## src/rtl/wb_move_seq_if.sv

```systemverilog
// Wishbone classic slave bus bundle for the servo move sequencer.
interface wb_move_seq_if;
  logic [31:0] wb_adr_i;
  logic [31:0] wb_dat_i;
  logic [31:0] wb_dat_o;
  logic [3:0]  wb_sel_i;
  logic        wb_stb_i;
  logic        wb_cyc_i;
  logic        wb_we_i;
  logic        wb_ack_o;

  modport slave (
    input  wb_adr_i, wb_dat_i, wb_sel_i, wb_stb_i, wb_cyc_i, wb_we_i,
    output wb_dat_o, wb_ack_o
  );

  modport master (
    output wb_adr_i, wb_dat_i, wb_sel_i, wb_stb_i, wb_cyc_i, wb_we_i,
    input  wb_dat_o, wb_ack_o
  );
endinterface

```

## src/rtl/wb_move_seq.sv

```systemverilog
// Queues servo move commands from the CPU and replays them to the PWM block,
// holding each move for its programmed number of milliseconds.
module wb_move_seq #(
  parameter int clk_freq = 100000000,
  parameter int depth    = 16
) (
  input  logic               clk,
  input  logic               rst,
  wb_move_seq_if.slave       wb,
  output logic               pw_we,
  output logic [2:0]         pw_ch,
  output logic [15:0]        pw_val,
  output logic               busy,
  output logic               intr
);

  localparam int TICKS = clk_freq / 1000;
  localparam int AW    = $clog2(depth);
  localparam int CW    = AW + 1;

  typedef enum logic [1:0] {IDLE, ISSUE, HOLD} state_t;

  state_t          state_q, state_d;
  logic            ack_q;
  logic [31:0]     dat_q;
  logic            run_q, ie_q, ovf_q, drained_q;
  logic [15:0]     done_q;
  logic [2:0]      pwCh_q;
  logic [15:0]     pwVal_q;
  logic [12:0]     holdCnt_q;
  logic [31:0]     presc_q;
  logic [31:0]     mem [depth];
  logic [AW-1:0]   rdPtr_q, wrPtr_q;
  logic [CW-1:0]   count_q;

  logic            access, wrEn, cmdWr, statWr, ctrlWr, doneWr, flush, push;
  logic            full, empty, tick, drainNow;
  logic            popEn, loadEn, complete, holdStart;
  logic [1:0]      regSel;
  logic [AW-1:0]   headIdx;
  logic [31:0]     headWord, readMux;
  logic            unusedBits;

  assign unusedBits = ^{wb.wb_sel_i, wb.wb_adr_i[31:4], wb.wb_adr_i[1:0]};

  assign access = wb.wb_stb_i & wb.wb_cyc_i & ~ack_q;
  assign wrEn   = access & wb.wb_we_i;
  assign regSel = wb.wb_adr_i[3:2];
  assign cmdWr  = wrEn & (regSel == 2'd0);
  assign statWr = wrEn & (regSel == 2'd1);
  assign ctrlWr = wrEn & (regSel == 2'd2);
  assign doneWr = wrEn & (regSel == 2'd3);
  assign flush  = ctrlWr & wb.wb_dat_i[1];
  assign full   = (count_q == CW'(depth));
  assign empty  = (count_q == '0);
  // A flush in the same cycle discards the push outright.
  assign push   = cmdWr & ~full & ~flush;

  // Back-to-back zero-hold moves load the entry behind the one being popped.
  assign headIdx  = (state_q == ISSUE) ? rdPtr_q + AW'(1) : rdPtr_q;
  assign headWord = mem[headIdx];
  assign tick     = (state_q == HOLD) && (presc_q == 32'(TICKS - 1));
  assign drainNow = (state_q == ISSUE) ? ((count_q == CW'(1)) && !push)
                                       : (empty && !push);

  always_ff @(posedge clk) begin
    if (rst) state_q <= IDLE;
    else     state_q <= state_d;
  end

  always_comb begin
    state_d   = state_q;
    popEn     = 1'b0;
    loadEn    = 1'b0;
    complete  = 1'b0;
    holdStart = 1'b0;
    if (flush) begin
      state_d = IDLE;
    end else begin
      case (state_q)
        IDLE: begin
          if (run_q && !empty) begin
            state_d = ISSUE;
            loadEn  = 1'b1;
          end
        end
        ISSUE: begin
          popEn = 1'b1;
          if (holdCnt_q != '0) begin
            state_d   = HOLD;
            holdStart = 1'b1;
          end else begin
            complete = 1'b1;
            if (run_q && (count_q > CW'(1))) begin
              state_d = ISSUE;
              loadEn  = 1'b1;
            end else begin
              state_d = IDLE;
            end
          end
        end
        HOLD: begin
          if (tick && (holdCnt_q == 13'd1)) begin
            complete = 1'b1;
            if (run_q && !empty) begin
              state_d = ISSUE;
              loadEn  = 1'b1;
            end else begin
              state_d = IDLE;
            end
          end
        end
        default: state_d = IDLE;
      endcase
    end
  end

  always_comb begin
    pw_we  = (state_q == ISSUE);
    busy   = (state_q != IDLE);
    intr   = drained_q & ie_q;
    pw_ch  = pwCh_q;
    pw_val = pwVal_q;
  end

  always_ff @(posedge clk) begin
    if (push) mem[wrPtr_q] <= wb.wb_dat_i;
  end

  always_ff @(posedge clk) begin
    if (rst || flush) begin
      rdPtr_q <= '0;
      wrPtr_q <= '0;
      count_q <= '0;
    end else begin
      if (push)  wrPtr_q <= wrPtr_q + AW'(1);
      if (popEn) rdPtr_q <= rdPtr_q + AW'(1);
      count_q <= count_q + CW'(push) - CW'(popEn);
    end
  end

  always_comb begin
    readMux = '0;
    case (regSel)
      2'd1:    readMux = {7'd0, 9'(count_q), 11'd0, drained_q, ovf_q, empty, full,
                          (state_q != IDLE)};
      2'd2:    readMux = {29'd0, ie_q, 1'b0, run_q};
      2'd3:    readMux = {16'd0, done_q};
      default: readMux = '0;
    endcase
  end

  always_ff @(posedge clk) begin
    if (rst) begin
      ack_q     <= 1'b0;
      dat_q     <= '0;
      run_q     <= 1'b0;
      ie_q      <= 1'b0;
      ovf_q     <= 1'b0;
      drained_q <= 1'b0;
      done_q    <= '0;
      pwCh_q    <= '0;
      pwVal_q   <= '0;
      holdCnt_q <= '0;
      presc_q   <= '0;
    end else begin
      ack_q <= access;
      dat_q <= (access && !wb.wb_we_i) ? readMux : '0;
      if (ctrlWr) begin
        run_q <= wb.wb_dat_i[0];
        ie_q  <= wb.wb_dat_i[2];
      end
      if (statWr && wb.wb_dat_i[3]) ovf_q <= 1'b0;
      if (cmdWr && full)            ovf_q <= 1'b1;
      if (statWr && wb.wb_dat_i[4]) drained_q <= 1'b0;
      if (complete && drainNow)     drained_q <= 1'b1;
      if (doneWr)        done_q <= '0;
      else if (complete) done_q <= done_q + 16'd1;
      if (holdStart)             presc_q <= '0;
      else if (tick)             presc_q <= '0;
      else if (state_q == HOLD)  presc_q <= presc_q + 32'd1;
      if (loadEn) begin
        pwCh_q    <= headWord[31:29];
        pwVal_q   <= headWord[15:0];
        holdCnt_q <= headWord[28:16];
      end else if (tick) begin
        holdCnt_q <= holdCnt_q - 13'd1;
      end
    end
  end

  assign wb.wb_ack_o = ack_q;
  assign wb.wb_dat_o = dat_q;

endmodule

```

## src/flat_wrapper.sv

```systemverilog
// flat-port wrapper written by rule: the top's interface ports become plain ports
module wb_move_seq_flat 
#(
  parameter int clk_freq = 100000000,
  parameter int depth    = 16
)
  (clk, rst, pw_we, pw_ch, pw_val, busy, intr, wb_wb_adr_i, wb_wb_dat_i, wb_wb_sel_i, wb_wb_stb_i, wb_wb_cyc_i, wb_wb_we_i, wb_wb_dat_o, wb_wb_ack_o);
  wb_move_seq_if wb_i ();
  input  logic clk;
  input  logic rst;
  output logic pw_we;
  output logic [2:0] pw_ch;
  output logic [15:0] pw_val;
  output logic busy;
  output logic intr;
  input wire logic [$bits(wb_i.wb_adr_i)-1:0] wb_wb_adr_i;
  input wire logic [$bits(wb_i.wb_dat_i)-1:0] wb_wb_dat_i;
  input wire logic [$bits(wb_i.wb_sel_i)-1:0] wb_wb_sel_i;
  input wire logic [$bits(wb_i.wb_stb_i)-1:0] wb_wb_stb_i;
  input wire logic [$bits(wb_i.wb_cyc_i)-1:0] wb_wb_cyc_i;
  input wire logic [$bits(wb_i.wb_we_i)-1:0] wb_wb_we_i;
  output wire logic [$bits(wb_i.wb_dat_o)-1:0] wb_wb_dat_o;
  output wire logic [$bits(wb_i.wb_ack_o)-1:0] wb_wb_ack_o;
  assign wb_i.wb_adr_i = wb_wb_adr_i;
  assign wb_i.wb_dat_i = wb_wb_dat_i;
  assign wb_i.wb_sel_i = wb_wb_sel_i;
  assign wb_i.wb_stb_i = wb_wb_stb_i;
  assign wb_i.wb_cyc_i = wb_wb_cyc_i;
  assign wb_i.wb_we_i = wb_wb_we_i;
  assign wb_wb_dat_o = wb_i.wb_dat_o;
  assign wb_wb_ack_o = wb_i.wb_ack_o;
  wb_move_seq #(.clk_freq(clk_freq), .depth(depth)) u_core (.clk(clk), .rst(rst), .wb(wb_i), .pw_we(pw_we), .pw_ch(pw_ch), .pw_val(pw_val), .busy(busy), .intr(intr));
endmodule
```

## config.mk

```make
export PLATFORM = sky130hd
export DESIGN_NAME = wb_move_seq_flat
export DESIGN_NICKNAME = d
export VERILOG_FILES = /design/src/rtl/wb_move_seq_if.sv /design/src/rtl/wb_move_seq.sv /design/src/flat_wrapper.sv
export SDC_FILE = /design/constraint.sdc
export NUM_CORES = 1
export LEC_CHECK = 0
export CORE_MARGIN = 1
export CORE_UTILIZATION = 30
export DETAILED_ROUTE_END_ITERATION = 6
export MAX_ROUTING_LAYER = met4
export PLACE_DENSITY_LB_ADDON = 0.12
export SYNTH_ARGS = -nofsm -noshare
export SYNTH_HDL_FRONTEND = slang
export SYNTH_SLANG_ARGS = --single-unit
```

## constraint.sdc

```tcl
create_clock -name clk -period 8.6 [get_ports clk]
set_input_delay 2.15 -clock clk [delete_from_list [all_inputs] [get_ports clk]]
set_output_delay 2.15 -clock clk [all_outputs]
set_load 0.03 [all_outputs]
```

==> results.py <==
metrics = {
    "status": {
        "outcome": "completed",
    },
    "sta": {
        "whs_ns": 0.475,
        "min_period_ns": 5.33,
        "fin_setup_tns_ns": 0,
        "slew_headroom_pct": 29.7,
        "worst_slew_pin_slew_ns": 1.05,
        "drv_slew": 0,
        "hold_viol": 0,
        "min_period_over_period_pct": 62.0,
        "setup_viol": 0,
        "max_freq_mhz": 188,
        "skew_ns": 0.0343,
        "rsz0062_at_grt": "no",
    },
    "yosys": {
        "seq_area_frac_synth_pct": 69.4,
        "synth_edf_count": 512,
        "ys.flop_type": "edfxtp_1",
        "yosys_warnings": 0,
        "synth_cells": 1649,
        "synth-seq-cells": 633,
        "yosys-top-cells-count": "edfxtp_1 (512), nor2_1 (123), dfxtp_1 (121)",
        "ys_types": 70,
        "avgSynthCellArea_um2": 15.5,
        "async_flop_share_pct": 0,
        "synth_area_um2": 25600,
        "synth_top_area_share_pct": 60.0,
        "synthTopCellsByArea": "edfxtp_1 (60%), dfxtp_1 (9.4%), mux4_2 (7.8%), mux2i_1 (3.0%), nor2_1 (1.8%)",
        "yosysMostFrequentCell": "edfxtp_1",
        "synth_largest_area_cell": "edfxtp_1",
    },
    "die": {
        "core_um2": 84100,
        "ioPinCount": 128,
        "dieWidth_um": 294,
        "initial_utilization_pct": 30.5,
        "fp-row-count": 106,
        "die_height_um": 294,
        "die_area_um2": 86600,
    },
    "clock_tree": {
        "clk_path_buf_depth": 3,
        "clockRootBuffer": "clkbuf_16",
        "cts_resized": 0,
        "clock-sinks": 633,
        "clk_latency_ns": 0.62,
        "cts_setup_buffers": 0,
        "cts_tree": "yes",
        "clkTransAtPathRegs_ns": 0.05,
        "cts.htree.levels": 3,
        "cts_buffers": 75,
        "cts_hold_buf": 0,
    },
    "min_path": {
        "hold_path.class": "reg2reg",
    },
    "global_routing": {
        "first_global_vias": 14771,
        "overflow": 0,
        "antenna_found_initial": 6,
        "grt_usage_pct": 15.7,
        "grt_pass1_wl_mm": 97.6,
        "grt_max_degree": 65,
    },
    "routing": {
        "postRouteAntennaNets": 0,
        "wl_per_cell_um": 22.1,
        "num_vias": 14555,
        "drtIter0Drc": 966,
        "drc_errors": 0,
        "vias_per_cell": 4.92,
        "drt-pass1-iter-count": 5,
        "wirelength_mm": 65.5,
    },
    "placed_design": {
        "dpl.hpwl_mm": 36.6,
        "numPortBuffers": 82,
        "gp_congestion": 0.794,
    },
    "power_and_ir_drop": {
        "power.density_nw_per_um2": 239,
        "p_leak_nw": 9.86,
        "vdd_drop_max_mv": 0.154,
    },
    "worst_setup_path": {
        "slowest_delay_ns": 0.87,
        "slowest_stage": "nor2_4",
        "crit_required_ns": 8.88,
        "path_max_fanout": 18,
        "path_buf_inv": 3,
        "cp-start-kind": "input pin",
        "endpoint_kind": "flop",
        "crit_chain": "clkdlybuf4s50_1 > nor3b_1 > nor3b_1 > buf_4 > nand2_1 > nor2_4 > buf_4",
        "path_delay_family": "simple AND/OR/NAND/NOR gates",
        "critPathKind": "in2reg",
        "arrival_ns": 5.62,
    },
    "flow_run": {
        "max_cap_viol_count": 0,
    },
    "layout": {
        "drive_gt1_share_pct": 16.7,
        "fin_nets": 1856,
        "utilization_pct": 36.2,
        "syn2layout_area_growth_pct": 18.6,
    },
}
[worst min-delay path: cells and delay by family, from the launching register on]
family,cells,cell delay [ns]
and+or+nand+nor,1,0.04
DFF,1,0.33
buffers and inverters,1,0.06
[cells by family (layout without fill, tap and decap cells)]
group / after synthesis / count (layout) / share of synthesized area (%)
mux: 183 / 183 / 11.6
simple gates: 391 / 391 / 7.43
buf+inv: 130 / 292 / 2.16
fa+ha+maj: 24 / 24 / 1.20
compound gates: 229 / 229 / 6.22
other cells: 1 / 16 / 0.0146
flops: 633 / 633 / 69.4
xor+xnor: 58 / 58 / 1.98
[registers in the layout, indices dropped and copies added, names as in the netlist]
name and count:
u_core.wb.wb_ack_o 1, u_core.count_q 5, u_core.ovf_q 1, u_core.pw_val 16
u_core.run_q 1, u_core.rdPtr_q 4, u_core.presc_q 32, u_core.wb.wb_dat_o 21
u_core.holdCnt_q 13, u_core.ie_q 1, u_core.state_q 2, u_core.done_q 16
u_core.wrPtr_q 4, u_core.pw_ch 3, u_core.mem 512, u_core.drained_q 1
[final timing paths]
path,endpoint,startpoint,slack (ns),cells past startpoint
setup / recovery,u_core.mem[6][19]$_DFFE_PP_,wb_wb_adr_i[3],3.27,7
hold / removal,u_core.wb.wb_dat_o[14]$_SDFF_PP0_,u_core.done_q[14]$_SDFFE_PP0P_,0.47,2
setup reg to reg,u_core.pw_val[0]$_SDFFE_PP0P_,u_core.state_q[1]$_SDFFE_PP0P_,4.48,9
hold reg to reg,u_core.wb.wb_dat_o[14]$_SDFF_PP0_,u_core.done_q[14]$_SDFFE_PP0P_,0.47,2
[metal layers]
layer / vias to the layer above / GRT usage (%) / part of all wire, %
li1: 6692 / - / -
met1: 7479 / 20.9 / 47
met2: 291 / 24.4 / 47
met3: 93 / 2.99 / 4.2
met4: 0 / 4.60 / 2.6
met5: - / - / 0
[power breakdown]
group	leakage, nW	switching [mW]	total (mW)	internal, mW
Sequential	5.58	0.0183	3.34	3.32
Combinational	3.08	0.442	0.791	0.349
Clock	1.19	1.26	3.13	1.87
[stage by stage]
| stage | worst slack, ns | area, µm² | power [mW] | std cells |
|---|---|---|---|---|
| after floorplan | 2.32 | 25700 | 3.98 | 1659 |
| after detailed placement | 2.55 | 27900 | 4.22 | 2816 |
| after global placement | 2.61 | 27900 | 4.22 | 2816 |
| final | 3.27 | 30400 | 7.27 | 2960 |
| after global routing | 3.08 | 30400 | 7.56 | 2960 |
| after CTS | 3.17 | 30400 | 7.37 | 2955 |
[layout make-up]
class / instances / area (µm²)
Clock inverter: 37 / 422
Inverter: 30 / 113
Sequential cell: 633 / 17800
Antenna cell: 5 / 12.5
Tap cell: 1134 / 1420
Timing Repair Buffer: 123 / 1120
Multi-Input combinational cell: 896 / 7490
Fill cell: 8027 / 53700
Clock buffer: 102 / 2020
[cells in the final DEF, fill, tap and decap left out, drive strengths merged, types with 6 or more instances in the layout]
cell type and instances:
a221oi 10, or3 16, a22oi 42, buf 42, o21ai 31, o211ai 19, o22ai 20, and3 6
nand2b 6, nor3 24, dfxtp 121, a31o 10, bufinv 7, a21oi 42, nand2 90, nor2 123
ha 23, mux2i 77, a311oi 23, clkinv 27, xor2 38, a211oi 9, xnor2 20, conb 11
edfxtp 512, inv 33, and2 11, mux2 17, clkdlybuf4s50 81, mux4 89, nand3 39, nand4 24
nor4 21, clkbuf 102
No activity file was read; power rests on OpenSTA's default activity.
